--- src/rtl/icache_refill_ctrl_if.sv ---
// rtl/icache_refill_ctrl_if.sv - miss, MPU, memory-bus and fill signal bundle for the I$ refill controller
interface icache_refill_ctrl_if #(
    parameter int LINE_WORDS = 4,
    parameter int IDX_W      = $clog2(LINE_WORDS)
);
    logic              miss_valid_i;
    logic [31:0]       miss_addr_i;
    logic              miss_ready_o;
    logic [31:0]       mpu_query_addr_o;
    logic              mpu_exec_allow_i;
    logic              bus_req_o;
    logic [31:0]       bus_addr_o;
    logic              bus_gnt_i;
    logic              bus_rvalid_i;
    logic [31:0]       bus_rdata_i;
    logic              bus_err_i;
    logic              flush_i;
    logic              fill_we_o;
    logic [IDX_W-1:0]  fill_idx_o;
    logic [31:0]       fill_data_o;
    logic              fill_done_o;
    logic              fault_o;
    logic [31:0]       fault_cause_o;
    logic [31:0]       fault_tval_o;
    logic              busy_o;

    modport slave (
        input  miss_valid_i, miss_addr_i, mpu_exec_allow_i, bus_gnt_i,
               bus_rvalid_i, bus_rdata_i, bus_err_i, flush_i,
        output miss_ready_o, mpu_query_addr_o, bus_req_o, bus_addr_o,
               fill_we_o, fill_idx_o, fill_data_o, fill_done_o,
               fault_o, fault_cause_o, fault_tval_o, busy_o
    );

    modport master (
        output miss_valid_i, miss_addr_i, mpu_exec_allow_i, bus_gnt_i,
               bus_rvalid_i, bus_rdata_i, bus_err_i, flush_i,
        input  miss_ready_o, mpu_query_addr_o, bus_req_o, bus_addr_o,
               fill_we_o, fill_idx_o, fill_data_o, fill_done_o,
               fault_o, fault_cause_o, fault_tval_o, busy_o
    );
endinterface

--- src/rtl/icache_refill_ctrl.sv ---
// rtl/icache_refill_ctrl.sv - I$ line refill FSM: MPU execute check, bus line read, beat fill, fault/flush handling
module icache_refill_ctrl #(
    parameter int LINE_WORDS = 4,
    parameter int IDX_W      = $clog2(LINE_WORDS)
) (
    input  logic               clk,
    input  logic               rst,
    icache_refill_ctrl_if.slave io
);
    typedef enum logic [2:0] {S_IDLE, S_CHECK, S_REQ, S_BEAT, S_DRAIN} state_t;

    localparam int          OFF_W     = IDX_W + 2;
    localparam logic [31:0] LINE_MASK = ~((32'd1 << OFF_W) - 32'd1);
    localparam logic [31:0] CAUSE_IFETCH = 32'h1;

    state_t           r_state;
    state_t           w_next;
    logic [IDX_W-1:0] r_cnt;
    logic [31:0]      r_miss_addr;
    logic [31:0]      r_line_addr;
    logic [31:0]      r_cause;
    logic [31:0]      r_tval;

    logic w_last;
    logic w_ready;
    logic w_accept;
    logic w_grant;
    logic w_beat;
    logic w_fill_we;
    logic w_done;
    logic w_fault;

    assign w_last = (r_cnt == IDX_W'(LINE_WORDS - 1));

    always_ff @(posedge clk) begin
        if (rst) begin
            r_state <= S_IDLE;
        end else begin
            r_state <= w_next;
        end
    end

    always_comb begin
        w_next = r_state;
        case (r_state)
            S_IDLE: begin
                if (w_accept) w_next = S_CHECK;
            end
            S_CHECK: begin
                if (io.flush_i)               w_next = S_IDLE;
                else if (io.mpu_exec_allow_i) w_next = S_REQ;
                else                          w_next = S_IDLE;
            end
            S_REQ: begin
                // A grant in the flush cycle commits the bus to a full line, so it must be drained.
                if (io.bus_gnt_i)    w_next = io.flush_i ? S_DRAIN : S_BEAT;
                else if (io.flush_i) w_next = S_IDLE;
            end
            S_BEAT: begin
                if (io.bus_rvalid_i) begin
                    if (w_last)                          w_next = S_IDLE;
                    else if (io.flush_i || io.bus_err_i) w_next = S_DRAIN;
                end else if (io.flush_i) begin
                    w_next = S_DRAIN;
                end
            end
            S_DRAIN: begin
                if (io.bus_rvalid_i && w_last) w_next = S_IDLE;
            end
            default: w_next = S_IDLE;
        endcase
    end

    always_comb begin
        w_ready   = 1'b0;
        w_accept  = 1'b0;
        w_grant   = 1'b0;
        w_beat    = 1'b0;
        w_fill_we = 1'b0;
        w_done    = 1'b0;
        w_fault   = 1'b0;
        case (r_state)
            S_IDLE: begin
                w_ready  = ~io.flush_i & ~rst;
                w_accept = io.miss_valid_i & w_ready;
            end
            S_CHECK: begin
                w_fault = ~io.flush_i & ~io.mpu_exec_allow_i & ~rst;
            end
            S_REQ: begin
                w_grant = io.bus_gnt_i;
            end
            S_BEAT: begin
                w_beat = io.bus_rvalid_i;
                if (io.bus_rvalid_i && !io.flush_i && !rst) begin
                    if (io.bus_err_i) begin
                        w_fault = 1'b1;
                    end else begin
                        w_fill_we = 1'b1;
                        w_done    = w_last;
                    end
                end
            end
            S_DRAIN: begin
                w_beat = io.bus_rvalid_i;
            end
            default: ;
        endcase
    end

    always_ff @(posedge clk) begin
        if (rst) begin
            r_cnt       <= '0;
            r_miss_addr <= '0;
            r_line_addr <= '0;
            r_cause     <= '0;
            r_tval      <= '0;
        end else begin
            if (w_accept) begin
                r_miss_addr <= io.miss_addr_i;
                r_line_addr <= io.miss_addr_i & LINE_MASK;
            end
            if (w_grant)     r_cnt <= '0;
            else if (w_beat) r_cnt <= r_cnt + IDX_W'(1);
            if (w_fault) begin
                r_cause <= CAUSE_IFETCH;
                r_tval  <= r_miss_addr;
            end
        end
    end

    // Cause/tval are valid during the fault pulse itself and then held in registers.
    assign io.miss_ready_o     = w_ready;
    assign io.mpu_query_addr_o = r_line_addr;
    assign io.bus_addr_o       = r_line_addr;
    assign io.bus_req_o        = (r_state == S_REQ) & ~rst;
    assign io.fill_we_o        = w_fill_we;
    assign io.fill_idx_o       = r_cnt;
    assign io.fill_data_o      = w_fill_we ? io.bus_rdata_i : 32'h0;
    assign io.fill_done_o      = w_done;
    assign io.fault_o          = w_fault;
    assign io.fault_cause_o    = w_fault ? CAUSE_IFETCH : r_cause;
    assign io.fault_tval_o     = w_fault ? r_miss_addr : r_tval;
    assign io.busy_o           = (r_state != S_IDLE) & ~rst;
endmodule

--- src/flat_wrapper.sv ---
// flat-port wrapper written by rule: the top's interface ports become plain ports
module icache_refill_ctrl_flat 
#(
    parameter int LINE_WORDS = 4,
    parameter int IDX_W      = $clog2(LINE_WORDS)
)
  (clk, rst, io_miss_valid_i, io_miss_addr_i, io_mpu_exec_allow_i, io_bus_gnt_i, io_bus_rvalid_i, io_bus_rdata_i, io_bus_err_i, io_flush_i, io_miss_ready_o, io_mpu_query_addr_o, io_bus_req_o, io_bus_addr_o, io_fill_we_o, io_fill_idx_o, io_fill_data_o, io_fill_done_o, io_fault_o, io_fault_cause_o, io_fault_tval_o, io_busy_o);
  icache_refill_ctrl_if #(.LINE_WORDS(LINE_WORDS), .IDX_W(IDX_W)) io_i ();
  input  logic clk;
  input  logic rst;
  input wire logic [$bits(io_i.miss_valid_i)-1:0] io_miss_valid_i;
  input wire logic [$bits(io_i.miss_addr_i)-1:0] io_miss_addr_i;
  input wire logic [$bits(io_i.mpu_exec_allow_i)-1:0] io_mpu_exec_allow_i;
  input wire logic [$bits(io_i.bus_gnt_i)-1:0] io_bus_gnt_i;
  input wire logic [$bits(io_i.bus_rvalid_i)-1:0] io_bus_rvalid_i;
  input wire logic [$bits(io_i.bus_rdata_i)-1:0] io_bus_rdata_i;
  input wire logic [$bits(io_i.bus_err_i)-1:0] io_bus_err_i;
  input wire logic [$bits(io_i.flush_i)-1:0] io_flush_i;
  output wire logic [$bits(io_i.miss_ready_o)-1:0] io_miss_ready_o;
  output wire logic [$bits(io_i.mpu_query_addr_o)-1:0] io_mpu_query_addr_o;
  output wire logic [$bits(io_i.bus_req_o)-1:0] io_bus_req_o;
  output wire logic [$bits(io_i.bus_addr_o)-1:0] io_bus_addr_o;
  output wire logic [$bits(io_i.fill_we_o)-1:0] io_fill_we_o;
  output wire logic [$bits(io_i.fill_idx_o)-1:0] io_fill_idx_o;
  output wire logic [$bits(io_i.fill_data_o)-1:0] io_fill_data_o;
  output wire logic [$bits(io_i.fill_done_o)-1:0] io_fill_done_o;
  output wire logic [$bits(io_i.fault_o)-1:0] io_fault_o;
  output wire logic [$bits(io_i.fault_cause_o)-1:0] io_fault_cause_o;
  output wire logic [$bits(io_i.fault_tval_o)-1:0] io_fault_tval_o;
  output wire logic [$bits(io_i.busy_o)-1:0] io_busy_o;
  assign io_i.miss_valid_i = io_miss_valid_i;
  assign io_i.miss_addr_i = io_miss_addr_i;
  assign io_i.mpu_exec_allow_i = io_mpu_exec_allow_i;
  assign io_i.bus_gnt_i = io_bus_gnt_i;
  assign io_i.bus_rvalid_i = io_bus_rvalid_i;
  assign io_i.bus_rdata_i = io_bus_rdata_i;
  assign io_i.bus_err_i = io_bus_err_i;
  assign io_i.flush_i = io_flush_i;
  assign io_miss_ready_o = io_i.miss_ready_o;
  assign io_mpu_query_addr_o = io_i.mpu_query_addr_o;
  assign io_bus_req_o = io_i.bus_req_o;
  assign io_bus_addr_o = io_i.bus_addr_o;
  assign io_fill_we_o = io_i.fill_we_o;
  assign io_fill_idx_o = io_i.fill_idx_o;
  assign io_fill_data_o = io_i.fill_data_o;
  assign io_fill_done_o = io_i.fill_done_o;
  assign io_fault_o = io_i.fault_o;
  assign io_fault_cause_o = io_i.fault_cause_o;
  assign io_fault_tval_o = io_i.fault_tval_o;
  assign io_busy_o = io_i.busy_o;
  icache_refill_ctrl #(.LINE_WORDS(LINE_WORDS), .IDX_W(IDX_W)) u_core (.clk(clk), .rst(rst), .io(io_i));
endmodule
--- config.mk ---
export PLATFORM = sky130hd
export DESIGN_NAME = icache_refill_ctrl_flat
export DESIGN_NICKNAME = d
export VERILOG_FILES = /design/src/rtl/icache_refill_ctrl_if.sv /design/src/rtl/icache_refill_ctrl.sv /design/src/flat_wrapper.sv
export SDC_FILE = /design/constraint.sdc
export NUM_CORES = 1
export LEC_CHECK = 0
export BUFFER_PORTS_ARGS = -buffer_cell sky130_fd_sc_hd__buf_2
export CORE_UTILIZATION = 45
export CTS_CLUSTER_SIZE = 10
export DETAILED_ROUTE_END_ITERATION = 6
export HOLD_SLACK_MARGIN = 0.06
export PLACE_DENSITY = 0.78
export SYNTH_ARGS = -nofsm -noshare
export SYNTH_HDL_FRONTEND = slang
export SYNTH_SLANG_ARGS = --single-unit
--- constraint.sdc ---
create_clock -name clk -period 2.55 [get_ports clk]
set_clock_uncertainty 0.1 [all_clocks]
set_input_delay 0.51 -clock clk [delete_from_list [all_inputs] [get_ports clk]]
set_output_delay 0.51 -clock clk [all_outputs]
set_load 0.01 [all_outputs]
==> run metrics <==
Post-synth EDFFs 0; CTS Sinks 101; Initial Utilization 0.467; area of the core 9860 um2; largest net degree at the start of global routing 43; multi-input logic area 2050 um2; Area contributors post-synth dfxtp_1, and2_1, buf_4, nand2_1, mux2_4; share of layout cells above drive strength 1 0.470; Slew @ Worst Pin 514 ps; hold_sp io_miss_addr_i[6]; Row Count 36; status finished, violations left; part of the Yosys area used for sequential elements 0.439; Final Max Tran Viols 0; routability congestion estimate from global placement 0.846; Tmin final 2770 ps; Final setup viols 98; count leader, synth dfxtp_1; FF+latch area 2020 um2; GRT Total Usage 0.228; final-report hold violation count 0; Die W 103 um; P&R area growth vs syn 35.8%; vias in the first global route 3,673; reg2reg setup slack 420 ps; Num CTS Buffers 9; Crit Path Category reg -> out; vias after detailed routing 3,929; die area 10,600 um2; Critical Path End Type output port; Reg clk slew, reported paths 110 ps; Yosys cell types 40; VDD IR max 292 uV; Slew headroom 0.652; Hold Path Class in -> reg; end of the critical path io_fault_tval_o[28]; IO buf count 231; clock latency on the worst-skew pair 360 ps; initial antenna violation count 0; Setup crit start u_core.r_state[2]$_SDFFE_PP0P_; leading post-synthesis cells by instance count dfxtp_1, and2_1, nand2_1; DRT Pass-1 Iters 4; Tot Pwr 0.00291 W; synthesized area per cell 9.14 um2; top-area cell type share of the netlist area 0.439; Synthesis Warnings 0; worst path cell trace or3b_4 -> a2111oi_4 -> buf_6 -> clkbuf_16 -> mux2_4 -> buf_6; delay of the slowest critical-path stage 410 ps; total gr overflow 0; Worst EP required 1940 ps; max_cap viols 0; ANT cells 0; unrepaired setup endpoints after global routing yes; CTS tree done; Worst path most repeated cell buf_6; Final period util 1.09; FMAX 361 MHz; Post-Route WL 12,500 um; root buf cell clkbuf_8; share of async-settable or async-resettable flops after synthesis 0; Pwr Density 465 nW/um2; Setup WS pre-CTS -346 ps; crit path launch type flip-flop; H-tree Lvls 3; worst path arrival time 2160 ps; wire per inst 15.0 um; worst setup margin -217 ps; reg2reg end u_core.r_tval[28]$_SDFF_PP0_; r2r startpoint u_core.r_state[2]$_SDFFE_PP0P_; post-DP HPWL 8100 um; fillers 809; Final nets 770; Mapped Cells 504; DR iter-0 viols 109; violated checks negative setup slack; Lkg Pwr 3.19 nW; post-DR vias/cell 4.71; number of remaining DRC errors 0; num ports 240; Die Ht 103 um; Synth area leader dfxtp_1; remaining antenna violation count 0; Critical-path top delay cell or3b_4; clk buf depth 2; CP Max Fanout 6; r2r worst-path depth 7; Most used DFF post-synth dfxtp_1; first-pass GRT wire length 18,100 um; Post-Syn Area 4610 um2; Synth Register Bits 101
[flip-flops by register name (all words and copies together) (netlist names)]
name	flops
u_core.r_cause	32
u_core.r_state	3
u_core.io.fill_idx_o	2
u_core.r_miss_addr	32
u_core.r_tval	32
[repair_timing]
item | 4_1_cts | 5_1_grt
pin swaps | 4 | 3
setup buffers | 9 | 3
gates cloned | 8 | 1
hold buffers | 0 | 0
setup endpoints to repair | 99 | 99
hold endpoints to repair | 0 | 0
resized for setup | 60 | 32
[cell families after synthesis]
group | synth area share
multiplexers | 0.0926
AND/OR/NAND/NOR | 0.262
flip-flops | 0.439
adder cells (fa/ha/maj) | 0.00271
buffers and inverters | 0.142
AO/OA/AOI/OAI | 0.0587
XOR/XNOR | 0.00190
other | 0.000814
[how the worst min path moves through the flow]
stage	slack [ps]	cells past startpoint	end
4_1_cts	250	3	u_core.r_miss_addr[11]$_SDFFE_PP0P_
5_1_grt	250	3	u_core.r_miss_addr[8]$_SDFFE_PP0P_
2_1_floorplan	320	1	u_core.r_cause[10]$_SDFF_PP0_
6_report	260	3	u_core.r_miss_addr[6]$_SDFFE_PP0P_
3_5_place_dp	340	1	u_core.r_cause[5]$_SDFF_PP0_
3_3_place_gp	330	1	u_core.r_cause[24]$_SDFF_PP0_
[power by group]
group          switching (W)  internal, W
sequential         0.0000176      0.00160
combinational       0.000127     0.000104
clock               0.000596     0.000472
total               0.000740      0.00217
[per-stage QoR]
stage,TNS [ps],hold slack [ps],cells,utilization,instance area (um2)
after floorplan,0,321,511,-,4630
after global placement,-16660,334,799,0.554,5470
after detailed placement,-18390,336,799,0.554,5470
after CTS,-22090,246,832,0.616,6080
after global routing,-24470,251,835,0.634,6260
final,-13560,264,835,0.634,6260
[final cells by class]
cell class | count | area share
clock inverter | 6 | 0.0128
timing repair buffer | 270 | 0.286
inverter | 4 | 0.00240
clock buffer | 10 | 0.0204
tap | 133 | 0.0266
sequential | 101 | 0.324
multi-input combinational | 311 | 0.328
[per-layer routing]
metal  wire, um  vias to the layer above  track usage
li1           -                     1915            -
met1       5160                     1829        0.263
met2       6340                      162        0.404
met3        651                       23       0.0417
met4        363                        0        0.118
met5          0                        -            0
[placed cells by master (no fill, tap or decap), types with 3 or more instances in the layout]
cell,count
clkbuf_8,9
buf_6,45
o21ai_0,3
nor2_1,6
mux2_4,32
a21oi_1,34
nand2_1,72
buf_12,3
buf_4,23
inv_1,4
conb_1,8
and2_4,5
buf_2,195
and2_1,93
nor2b_1,30
dfxtp_1,99
[worst max-delay path: cells and delay by family, from the launching register on]
kind	cells	cell delay [ps]
buffers and inverters	3	530
AOI/OAI and AO/OA	1	200
DFF	1	340
and+or+nand+nor	1	410
muxes	1	310
(Power assumes the default switching activity.)
